==> src/rtl/apb_cmd_master_if.sv <==
// apb_cmd_master_if: command/response streams plus APB3 bus of apb_cmd_master.
// Ports: master = initiator (apb_cmd_master), slave = environment (sequencer + APB slave).
interface apb_cmd_master_if #(
    parameter int BUS_AW = 6,
    parameter int BUS_DW = 32
);
    logic              cmd_vld_i;
    logic              cmd_rdy_o;
    logic              cmd_write_i;
    logic [BUS_AW-1:0] cmd_addr_i;
    logic [BUS_DW-1:0] cmd_wdata_i;
    logic              rsp_vld_o;
    logic              rsp_rdy_i;
    logic              rsp_write_o;
    logic [BUS_DW-1:0] rsp_rdata_o;
    logic              rsp_err_o;
    logic [BUS_AW-1:0] apb_paddr_m;
    logic              apb_pwrite_m;
    logic              apb_psel_m;
    logic              apb_penable_m;
    logic [BUS_DW-1:0] apb_pwdata_m;
    logic [BUS_DW-1:0] apb_prdata_m;
    logic              apb_pready_m;

    modport master (
        input  cmd_vld_i, cmd_write_i, cmd_addr_i, cmd_wdata_i,
        input  rsp_rdy_i, apb_prdata_m, apb_pready_m,
        output cmd_rdy_o, rsp_vld_o, rsp_write_o, rsp_rdata_o, rsp_err_o,
        output apb_paddr_m, apb_pwrite_m, apb_psel_m, apb_penable_m,
        output apb_pwdata_m
    );

    modport slave (
        output cmd_vld_i, cmd_write_i, cmd_addr_i, cmd_wdata_i,
        output rsp_rdy_i, apb_prdata_m, apb_pready_m,
        input  cmd_rdy_o, rsp_vld_o, rsp_write_o, rsp_rdata_o, rsp_err_o,
        input  apb_paddr_m, apb_pwrite_m, apb_psel_m, apb_penable_m,
        input  apb_pwdata_m
    );
endinterface

==> src/rtl/apb_cmd_master.sv <==
// apb_cmd_master: command FIFO + APB3 initiator FSM, one response per transfer.
// Ports: clk_i, rst_i (async, active-high), bus (apb_cmd_master_if.master:
//   cmd stream, rsp stream, APB3 bus), busy_o (FSM active or FIFO non-empty).
// Option: define APB_TIMEOUT_EN to abort ACCESS after TIMEOUT_CYCLES cycles.
module apb_cmd_master #(
    parameter int BUS_AW         = 6,
    parameter int BUS_DW         = 32,
    parameter int CMD_FIFO_DEPTH = 4,
    parameter int TIMEOUT_CYCLES = 255
) (
    input  logic             clk_i,
    input  logic             rst_i,
    apb_cmd_master_if.master bus,
    output logic             busy_o
);
    localparam int PW = $clog2(CMD_FIFO_DEPTH);
    localparam int CW = PW + 1;
    localparam int EW = 1 + BUS_AW + BUS_DW;

    localparam logic [1:0] S_IDLE   = 2'd0;
    localparam logic [1:0] S_SETUP  = 2'd1;
    localparam logic [1:0] S_ACCESS = 2'd2;
    localparam logic [1:0] S_RESP   = 2'd3;

    logic [EW-1:0]     r_mem [CMD_FIFO_DEPTH];
    logic [PW-1:0]     r_wptr;
    logic [PW-1:0]     r_rptr;
    logic [CW-1:0]     r_count;
    logic [1:0]        r_state;
    logic [BUS_AW-1:0] r_paddr;
    logic              r_pwrite;
    logic [BUS_DW-1:0] r_pwdata;
    logic              r_psel;
    logic              r_penable;
    logic              r_rsp_vld;
    logic              r_rsp_write;
    logic [BUS_DW-1:0] r_rsp_rdata;

    logic              w_push;
    logic              w_pop;
    logic              w_nempty;
    logic [EW-1:0]     w_head;

    assign bus.cmd_rdy_o = !rst_i && (r_count != CW'(CMD_FIFO_DEPTH));
    assign w_push        = bus.cmd_vld_i && bus.cmd_rdy_o;
    assign w_nempty      = (r_count != '0);
    assign w_head        = r_mem[r_rptr];

    // The head is consumed exactly when a new SETUP is entered: from IDLE,
    // or straight from RESP once the response has been accepted.
    assign w_pop = w_nempty &&
                   ((r_state == S_IDLE) ||
                    ((r_state == S_RESP) && bus.rsp_rdy_i));

    always_ff @(posedge clk_i) begin
        if (w_push)
            r_mem[r_wptr] <= {bus.cmd_write_i, bus.cmd_addr_i, bus.cmd_wdata_i};
    end

    always_ff @(posedge clk_i or posedge rst_i) begin
        if (rst_i) begin
            r_wptr  <= '0;
            r_rptr  <= '0;
            r_count <= '0;
        end else begin
            if (w_push)
                r_wptr <= r_wptr + 1'b1;
            if (w_pop)
                r_rptr <= r_rptr + 1'b1;
            r_count <= r_count + CW'(w_push) - CW'(w_pop);
        end
    end

`ifdef APB_TIMEOUT_EN
    localparam int TCW = $clog2(TIMEOUT_CYCLES + 1);

    logic [TCW-1:0] r_tcnt;
    logic           r_rsp_err;
    logic           w_tmo;

    // Last allowed ACCESS cycle with pready still low.
    assign w_tmo = (r_state == S_ACCESS) && !bus.apb_pready_m &&
                   (r_tcnt == TCW'(TIMEOUT_CYCLES - 1));

    always_ff @(posedge clk_i or posedge rst_i) begin
        if (rst_i)
            r_tcnt <= '0;
        else if (w_pop)
            r_tcnt <= '0;
        else if (r_state == S_ACCESS)
            r_tcnt <= r_tcnt + 1'b1;
    end

    always_ff @(posedge clk_i or posedge rst_i) begin
        if (rst_i)
            r_rsp_err <= 1'b0;
        else if (r_state == S_ACCESS && (bus.apb_pready_m || w_tmo))
            r_rsp_err <= w_tmo;
    end

    assign bus.rsp_err_o = r_rsp_err;
`else
    logic w_tmo;
    logic w_unused_tmo;

    assign w_tmo         = 1'b0;
    assign w_unused_tmo  = ^TIMEOUT_CYCLES;
    assign bus.rsp_err_o = 1'b0;
`endif

    always_ff @(posedge clk_i or posedge rst_i) begin
        if (rst_i) begin
            r_state     <= S_IDLE;
            r_paddr     <= '0;
            r_pwrite    <= 1'b0;
            r_pwdata    <= '0;
            r_psel      <= 1'b0;
            r_penable   <= 1'b0;
            r_rsp_vld   <= 1'b0;
            r_rsp_write <= 1'b0;
            r_rsp_rdata <= '0;
        end else begin
            unique case (r_state)
                S_IDLE: begin
                    if (w_nempty) begin
                        r_state <= S_SETUP;
                        r_psel  <= 1'b1;
                    end
                end
                S_SETUP: begin
                    r_state   <= S_ACCESS;
                    r_penable <= 1'b1;
                end
                S_ACCESS: begin
                    if (bus.apb_pready_m || w_tmo) begin
                        r_state     <= S_RESP;
                        r_psel      <= 1'b0;
                        r_penable   <= 1'b0;
                        r_rsp_vld   <= 1'b1;
                        r_rsp_write <= r_pwrite;
                        if (w_tmo)
                            r_rsp_rdata <= BUS_DW'(32'hDEAD_BEEF);
                        else if (r_pwrite)
                            r_rsp_rdata <= '0;
                        else
                            r_rsp_rdata <= bus.apb_prdata_m;
                    end
                end
                S_RESP: begin
                    if (bus.rsp_rdy_i) begin
                        r_rsp_vld <= 1'b0;
                        if (w_nempty) begin
                            r_state <= S_SETUP;
                            r_psel  <= 1'b1;
                        end else begin
                            r_state <= S_IDLE;
                        end
                    end
                end
            endcase
            if (w_pop)
                {r_pwrite, r_paddr, r_pwdata} <= w_head;
        end
    end

    assign bus.apb_paddr_m   = r_paddr;
    assign bus.apb_pwrite_m  = r_pwrite;
    assign bus.apb_pwdata_m  = r_pwdata;
    assign bus.apb_psel_m    = r_psel;
    assign bus.apb_penable_m = r_penable;
    assign bus.rsp_vld_o     = r_rsp_vld;
    assign bus.rsp_write_o   = r_rsp_write;
    assign bus.rsp_rdata_o   = r_rsp_rdata;

    assign busy_o = (r_state != S_IDLE) || w_nempty;
endmodule
==> src/flat_wrapper.sv <==
// flat-port wrapper written by rule: the top's interface ports become plain ports
module apb_cmd_master_flat 
#(
    parameter int BUS_AW         = 6,
    parameter int BUS_DW         = 32,
    parameter int CMD_FIFO_DEPTH = 4,
    parameter int TIMEOUT_CYCLES = 255
)
  (clk_i, rst_i, busy_o, bus_cmd_vld_i, bus_cmd_write_i, bus_cmd_addr_i, bus_cmd_wdata_i, bus_rsp_rdy_i, bus_apb_prdata_m, bus_apb_pready_m, bus_cmd_rdy_o, bus_rsp_vld_o, bus_rsp_write_o, bus_rsp_rdata_o, bus_rsp_err_o, bus_apb_paddr_m, bus_apb_pwrite_m, bus_apb_psel_m, bus_apb_penable_m, bus_apb_pwdata_m);
  apb_cmd_master_if #(.BUS_AW(BUS_AW), .BUS_DW(BUS_DW)) bus_i ();
  input  logic clk_i;
  input  logic rst_i;
  output logic busy_o;
  input wire logic [$bits(bus_i.cmd_vld_i)-1:0] bus_cmd_vld_i;
  input wire logic [$bits(bus_i.cmd_write_i)-1:0] bus_cmd_write_i;
  input wire logic [$bits(bus_i.cmd_addr_i)-1:0] bus_cmd_addr_i;
  input wire logic [$bits(bus_i.cmd_wdata_i)-1:0] bus_cmd_wdata_i;
  input wire logic [$bits(bus_i.rsp_rdy_i)-1:0] bus_rsp_rdy_i;
  input wire logic [$bits(bus_i.apb_prdata_m)-1:0] bus_apb_prdata_m;
  input wire logic [$bits(bus_i.apb_pready_m)-1:0] bus_apb_pready_m;
  output wire logic [$bits(bus_i.cmd_rdy_o)-1:0] bus_cmd_rdy_o;
  output wire logic [$bits(bus_i.rsp_vld_o)-1:0] bus_rsp_vld_o;
  output wire logic [$bits(bus_i.rsp_write_o)-1:0] bus_rsp_write_o;
  output wire logic [$bits(bus_i.rsp_rdata_o)-1:0] bus_rsp_rdata_o;
  output wire logic [$bits(bus_i.rsp_err_o)-1:0] bus_rsp_err_o;
  output wire logic [$bits(bus_i.apb_paddr_m)-1:0] bus_apb_paddr_m;
  output wire logic [$bits(bus_i.apb_pwrite_m)-1:0] bus_apb_pwrite_m;
  output wire logic [$bits(bus_i.apb_psel_m)-1:0] bus_apb_psel_m;
  output wire logic [$bits(bus_i.apb_penable_m)-1:0] bus_apb_penable_m;
  output wire logic [$bits(bus_i.apb_pwdata_m)-1:0] bus_apb_pwdata_m;
  assign bus_i.cmd_vld_i = bus_cmd_vld_i;
  assign bus_i.cmd_write_i = bus_cmd_write_i;
  assign bus_i.cmd_addr_i = bus_cmd_addr_i;
  assign bus_i.cmd_wdata_i = bus_cmd_wdata_i;
  assign bus_i.rsp_rdy_i = bus_rsp_rdy_i;
  assign bus_i.apb_prdata_m = bus_apb_prdata_m;
  assign bus_i.apb_pready_m = bus_apb_pready_m;
  assign bus_cmd_rdy_o = bus_i.cmd_rdy_o;
  assign bus_rsp_vld_o = bus_i.rsp_vld_o;
  assign bus_rsp_write_o = bus_i.rsp_write_o;
  assign bus_rsp_rdata_o = bus_i.rsp_rdata_o;
  assign bus_rsp_err_o = bus_i.rsp_err_o;
  assign bus_apb_paddr_m = bus_i.apb_paddr_m;
  assign bus_apb_pwrite_m = bus_i.apb_pwrite_m;
  assign bus_apb_psel_m = bus_i.apb_psel_m;
  assign bus_apb_penable_m = bus_i.apb_penable_m;
  assign bus_apb_pwdata_m = bus_i.apb_pwdata_m;
  apb_cmd_master #(.BUS_AW(BUS_AW), .BUS_DW(BUS_DW), .CMD_FIFO_DEPTH(CMD_FIFO_DEPTH), .TIMEOUT_CYCLES(TIMEOUT_CYCLES)) u_core (.clk_i(clk_i), .rst_i(rst_i), .bus(bus_i), .busy_o(busy_o));
endmodule
==> config.mk <==
export PLATFORM = sky130hd
export DESIGN_NAME = apb_cmd_master_flat
export DESIGN_NICKNAME = d
export VERILOG_FILES = /design/src/rtl/apb_cmd_master_if.sv /design/src/rtl/apb_cmd_master.sv /design/src/flat_wrapper.sv
export SDC_FILE = /design/constraint.sdc
export NUM_CORES = 1
export LEC_CHECK = 0
export ABC_AREA = 1
export BUFFER_PORTS_ARGS = -buffer_cell sky130_fd_sc_hd__buf_2
export CELL_PAD_IN_SITES_DETAIL_PLACEMENT = 0
export CELL_PAD_IN_SITES_GLOBAL_PLACEMENT = 2
export CORE_MARGIN = 10
export CORE_UTILIZATION = 37
export CTS_BUF_LIST = sky130_fd_sc_hd__clkbuf_8
export CTS_CLUSTER_SIZE = 14
export DETAILED_ROUTE_END_ITERATION = 16
export PLACE_DENSITY_LB_ADDON = 0.1
export SLEW_MARGIN = 40
export SYNTH_ARGS = -nofsm -noshare
export SYNTH_HDL_FRONTEND = slang
export SYNTH_SLANG_ARGS = --single-unit
==> constraint.sdc <==
create_clock -name clk_i -period 3.9 [get_ports clk_i]
set_input_delay 0.195 -clock clk_i [delete_from_list [all_inputs] [get_ports clk_i]]
set_output_delay 0.195 -clock clk_i [all_outputs]
set_load 0.05 [all_outputs]
======== After elaboration in Yosys (flattened, before gate mapping) ========
Memory sizes are Yosys's and may differ from the RTL's. A register that Yosys moved wholly into a read port is not among the register bits.
Index checks and enable logic that the tools add are counted.
word-level totals
  bits in registers ....................... 45
  latch bits .............................. 0
  bits in writable memories ............... 156
  bits in read-only memories .............. 0
  input port bits ......................... 76
  output and inout bits ................... 78
  word-level logic and storage cells ...... 55
  memories ................................ 1
operators by class
  $add $sub $neg .......................... 4
  multiply operators ...................... 0
  divide/modulo/power cells ............... 0
  $lt $le $gt $ge ......................... 0
  eq/ne operators ......................... 7
  shift operators ......................... 0
  mux-type cells .......................... 16
  bitwise logic cells ..................... 0
  reduce and logical (&&, ||, !) cells .... 18
memories
  name          depth  width  rd ports  clocked after memory_dff  wr ports  RTL line              text
  u_core.r_mem  4      39     1         1                         1         apb_cmd_master.sv:25  logic [EW-1:0] r_mem [CMD_FIFO_DEPTH];
operators with widths
  operator               number
  $mux W32               1
  $reduce_and A3 Y1      3
  $mux W1                8
  $pmux W2 S4            1
  $mux W2                3
  $reduce_bool A2 Y1     3
  $reduce_bool A3 Y1     2
  $add A2 B1 Y2 const B  2
  $eq A2 B2 Y1 const B   2
  $logic_and A1 B1 Y1    4
  $ne A2 B2 Y1 const B   2
  $pmux W1 S2            2
  $reduce_and A2 Y1      2
  $add A3 B1 Y3          1
  $ne A3 B3 Y1 const B   1
  $pmux W1 S3            1
  $sub A3 B1 Y3          1
  $eq A2 B1 Y1 const B   1
  $logic_not A2 Y1       1
  $logic_or A1 B1 Y1     2
  $ne A2 B1 Y1 const B   1
  $logic_not A1 Y1       1

======== Longest topological paths before layout ========
  depth in word-level cells ............... 5
  mapped depth ............................ 13
  gate-level depth less buffers ........... 12

======== Least setup slack after synthesis ========
Ideal clock, no wire load.
  kind .................................... input to register
  start ................................... in rst_i
  end ..................................... mem u_core.r_mem[0][0] (netlist name) (enable)
  setup time .............................. 0.435 ns
  arrival time ............................ 4.333 ns
  data required time ...................... 3.465 ns
  slack ................................... -0.868 ns
  stages .................................. 3
  buffers on the path ..................... 0
  cell sequence ........................... inv_1 nand3_1 nor2_1
on the way
  word-level cells in the longest chain between the ends .. 5
RTL lines
  what                           RTL line              text
  start: declaration             flat_wrapper.sv:12    input logic rst_i;
  $logic_not A1 Y1 (no line)     --
  $logic_and A1 B1 Y1            apb_cmd_master.sv:44  assign bus.cmd_rdy_o = !rst_i && (r_count != CW'(CMD_FIFO_DEPTH));
  $logic_and A1 B1 Y1            apb_cmd_master.sv:45  assign w_push = bus.cmd_vld_i && bus.cmd_rdy_o;
  $mux W1                        apb_cmd_master.sv:56  if (w_push)
  $mux W1 (implied by the code)  apb_cmd_master.sv:57  r_mem[r_wptr] <= {bus.cmd_write_i, bus.cmd_addr_i, bus.cmd_wdata_i};
  end: declaration               apb_cmd_master.sv:25
No other way between the ends.

======== Worst setup path in the final report ========
  start ................................... in rst_i
  end ..................................... mem u_core.r_mem[2][13] (netlist name) (enable)
Same word-level chain as after synthesis.

==> key figures <==
CTS
  • Post-CTS Hold Buffers: just over 70
  • # resized after CTS: 0
  • Clock Sinks: 240
  • CTS Buffer Depth: 3
  • Total CTS buffers: 43
  • H-Tree Level Count: 2
  • Setup Buffers After CTS: 0
  • TritonCTS clock tree: done
  • Clock root cell: clkbuf_8
  • Reg clk slew, reported paths: 0.06 ns
  • Worst-skew pair later-pin latency: ~0.54 ns

STA
  • RSZ-0062 raised after global routing: no
  • Worst Tran Pin Value: ~0.7 ns
  • Final Skew: ~0.03 ns
  • Minimum clock period: roughly 2.5 ns
  • Final period utilization: 64.9%
  • Setup violators final: 0
  • Final WS setup: about 1.4 ns
  • Final setup TNS: 0 ns
  • F_max: slightly below 0.4 GHz
  • Hold_ws: between 0.1 and 0.15 ns
  • Final Hold Vio Count: 0
  • Final Max Tran Viols: 0
  • Max-slew headroom: a little over half

Cells and area
  • Most common cell after layout, fill and taps aside: nand2_1
  • Multi-input logic area: around 2500 um2
  • Area growth from synthesis to layout: 26.7%
  • Fin area: between 10000 and 15000 um2
  • Storage cell area: between 6000 and 7000 um2
  • Nets: between 1000 and 1500
  • ANT cells: 0
  • Share of cells above drive strength 1: a little under a fifth
  • Most frequent cells in the layout: 521 x nand2_1, 156 x edfxtp_1, 152 x buf_2
  • Fill cell count: approximately 2500

Hold path
  • Hold EP: u_core.bus.rsp_vld_o
  • Hold Path Class: primary input to flip-flop
  • Hold path startpoint: bus_apb_pready_m
  • Hold path cells: 6

Floorplan
  • Die Width: roughly 180 um
  • Die ar.: ~33000 um2
  • Row cnt: 59
  • Initial Utilization: 37.4%
  • Die height: 182 um
  • I/O pin count: roughly 150
  • Core Region: 25900 um2

Synth
  • Seq/Total Area, Yosys: a little over two thirds
  • Total number of yosys warnings: 0
  • Cell area after synthesis: about 9700 um2
  • Post-synth EDFFs: ~160
  • Top FF cell, synth: edfxtp_1
  • Unique masters post-synth: 28
  • Ys async rst share: a little over a third
  • Avg Inst Size Synth: a little over 10 um2
  • Cells after Synth: 933
  • #FFs+latches synth: 240
  • Syn_nets: about 1000

Global route
  • First-pass GRT wire length: approximately 38000 um
  • Vias in the first global route: 6873
  • Total GRT Usage: 14.2%
  • Pin count of the biggest net entering global routing: 81
  • Overflow after GRT: 0
  • Initial antenna violation count: 1

Routing
  • Post-route ant nets: 0
  • 1st-iter DRT viols: 360
  • Via-to-Cell Ratio: approximately 4.4
  • DRC: 0
  • Drt total wl: 23900 um
  • TritonRoute pass-1 iters: 4
  • DR vias: slightly below 7000
  • DR WL/cell: 15.5 um

Run
  • Maxcap violations: 0

Worst setup path
  • Worst setup SP type: primary input
  • CP Capture Type: flip-flop
  • FF-to-FF setup slack: between 1 and 1.5 ns
  • Worst Path Max Fanout: 20
  • Slowest cell on crit path: nor2_4
  • Max stage delay on crit path: roughly 0.70 ns
  • Reg2Reg Depth: 5
  • WP data required: 4.11 ns
  • CP cell instances: dlygate4sd3_1 > buf_2 > clkinvlp_4 > nand3_1 > nor2_4 > buf_4
  • Arr. time, crit path: roughly 2.7 ns
  • Critical R2R Launch: u_core.r_count[1]
  • Setup Crit Path Kind: primary input to flip-flop
  • R2R Path End: u_core.r_mem[2][13]

Placed design
  • Placer Congestion: just over 0.7
  • Dpl hpwl: between 10000 and 15000 um
  • Setup WS pre-CTS: ~1.3 ns
  • Port Buffers: around 150
  • Dpl cell area: approximately 11000 um2

Power and ir drop
  • PD cells: 810 nW/um2
  • Leakage: slightly below 6 nW
  • VDD IR max: about 0.00044 V

Status
  • Status: completed
## Yosys cell counts, types with 2 or more instances
cell / count / area share, %
inv_1: 56 / 2.2
a21oi_1: 3 / 0.15
o21ai_1: 29 / 1.5
xor2_1: 2 / 0.18
clkbuf_1: 8 / 0.31
buf_4: 3 / 0.23
buf_6: 6 / 0.70
nand2_1: 521 / 20
nand2_2: 2 / 0.13
o21ai_0: 6 / 0.31
xnor2_1: 2 / 0.18
dfrtp_1: 84 / 22
nor2_1: 6 / 0.23
nand3_1: 4 / 0.21
edfxtp_1: 156 / 48
buf_2: 23 / 1.2
ha_1: 11 / 1.4
## stage by stage
step | utilization [%] | std cells | power, mW
after floorplan | - | 933 | 6.83
after CTS | 47.4 | 1544 | 10.2
after detailed placement | 41.7 | 1392 | 7.97
after global placement | 41.5 | 1390 | 7.95
final | 47.4 | 1544 | 9.94
after global routing | 47.4 | 1544 | 10.7
## area by class of cell
cell class                      instances  area share (%)
Clock buffer                           45            5.04
Sequential cell                       240            55.3
Multi-Input combinational cell        594            20.2
Clock inverter                         35            1.19
Tap cell                              335            3.41
Timing Repair Buffer                  237            13.0
Inverter                               58            1.86
## logic make-up after synthesis
kind of cell,synth area share [%]
AO/OA/AOI/OAI,2.31
XOR/XNOR,0.362
adder cells (fa/ha/maj),1.63
buffers and inverters,4.74
flip-flops,70.0
other,0.0387
AND/OR/NAND/NOR,20.9
## worst max-delay path, delay by kind of cell
kind          cells  cell delay (ns)
simple gates      2             1.18
buf+inv           4             1.35
## worst max path at each step
stage,startpoint,end,depth (start not counted)
floorplan,rst_i,u_core.r_mem[0][0],3
global placement,rst_i,u_core.r_mem[0][13],5
detailed placement,rst_i,u_core.r_mem[2][2],5
CTS,rst_i,u_core.r_mem[2][13],6
global route,rst_i,u_core.r_mem[2][13],6
finish,rst_i,u_core.r_mem[2][13],6
## per-layer routing
metal / routed length [um] / part of all wire [%] / track usage, % / vias to the layer above
met3: 1140 / 4.8 / 3.30 / 45
met1: 10600 / 44 / 17.7 / 3106
met4: 498 / 2.1 / 4.56 / 2
met2: 11600 / 49 / 23.9 / 148
met5: 13 / 0.054 / 0 / -
li1: - / - / - / 3441
## registers in the layout (all words and copies together) (netlist names)
name and count:
u_core.bus.rsp_rdata_o 32, u_core.bus.apb_penable_m 1, u_core.bus.apb_paddr_m 6, u_core.bus.apb_pwrite_m 1, u_core.r_count 3, u_core.bus.rsp_write_o 1, u_core.r_wptr 2, u_core.bus.rsp_vld_o 1
u_core.r_state 2, u_core.bus.apb_pwdata_m 32, u_core.r_rptr 2, u_core.r_mem 156, u_core.bus.apb_psel_m 1
## report_power, final
part / total (mW) / internal [mW] / leakage, nW / switching [mW]
combinational: 4.27 / 1.04 / 2.98 / 3.23
clock: 2.07 / 1.07 / 0.452 / 0.996
sequential: 3.60 / 3.34 / 2.47 / 0.260
Note: power is estimated with default switching activity, not from simulation.
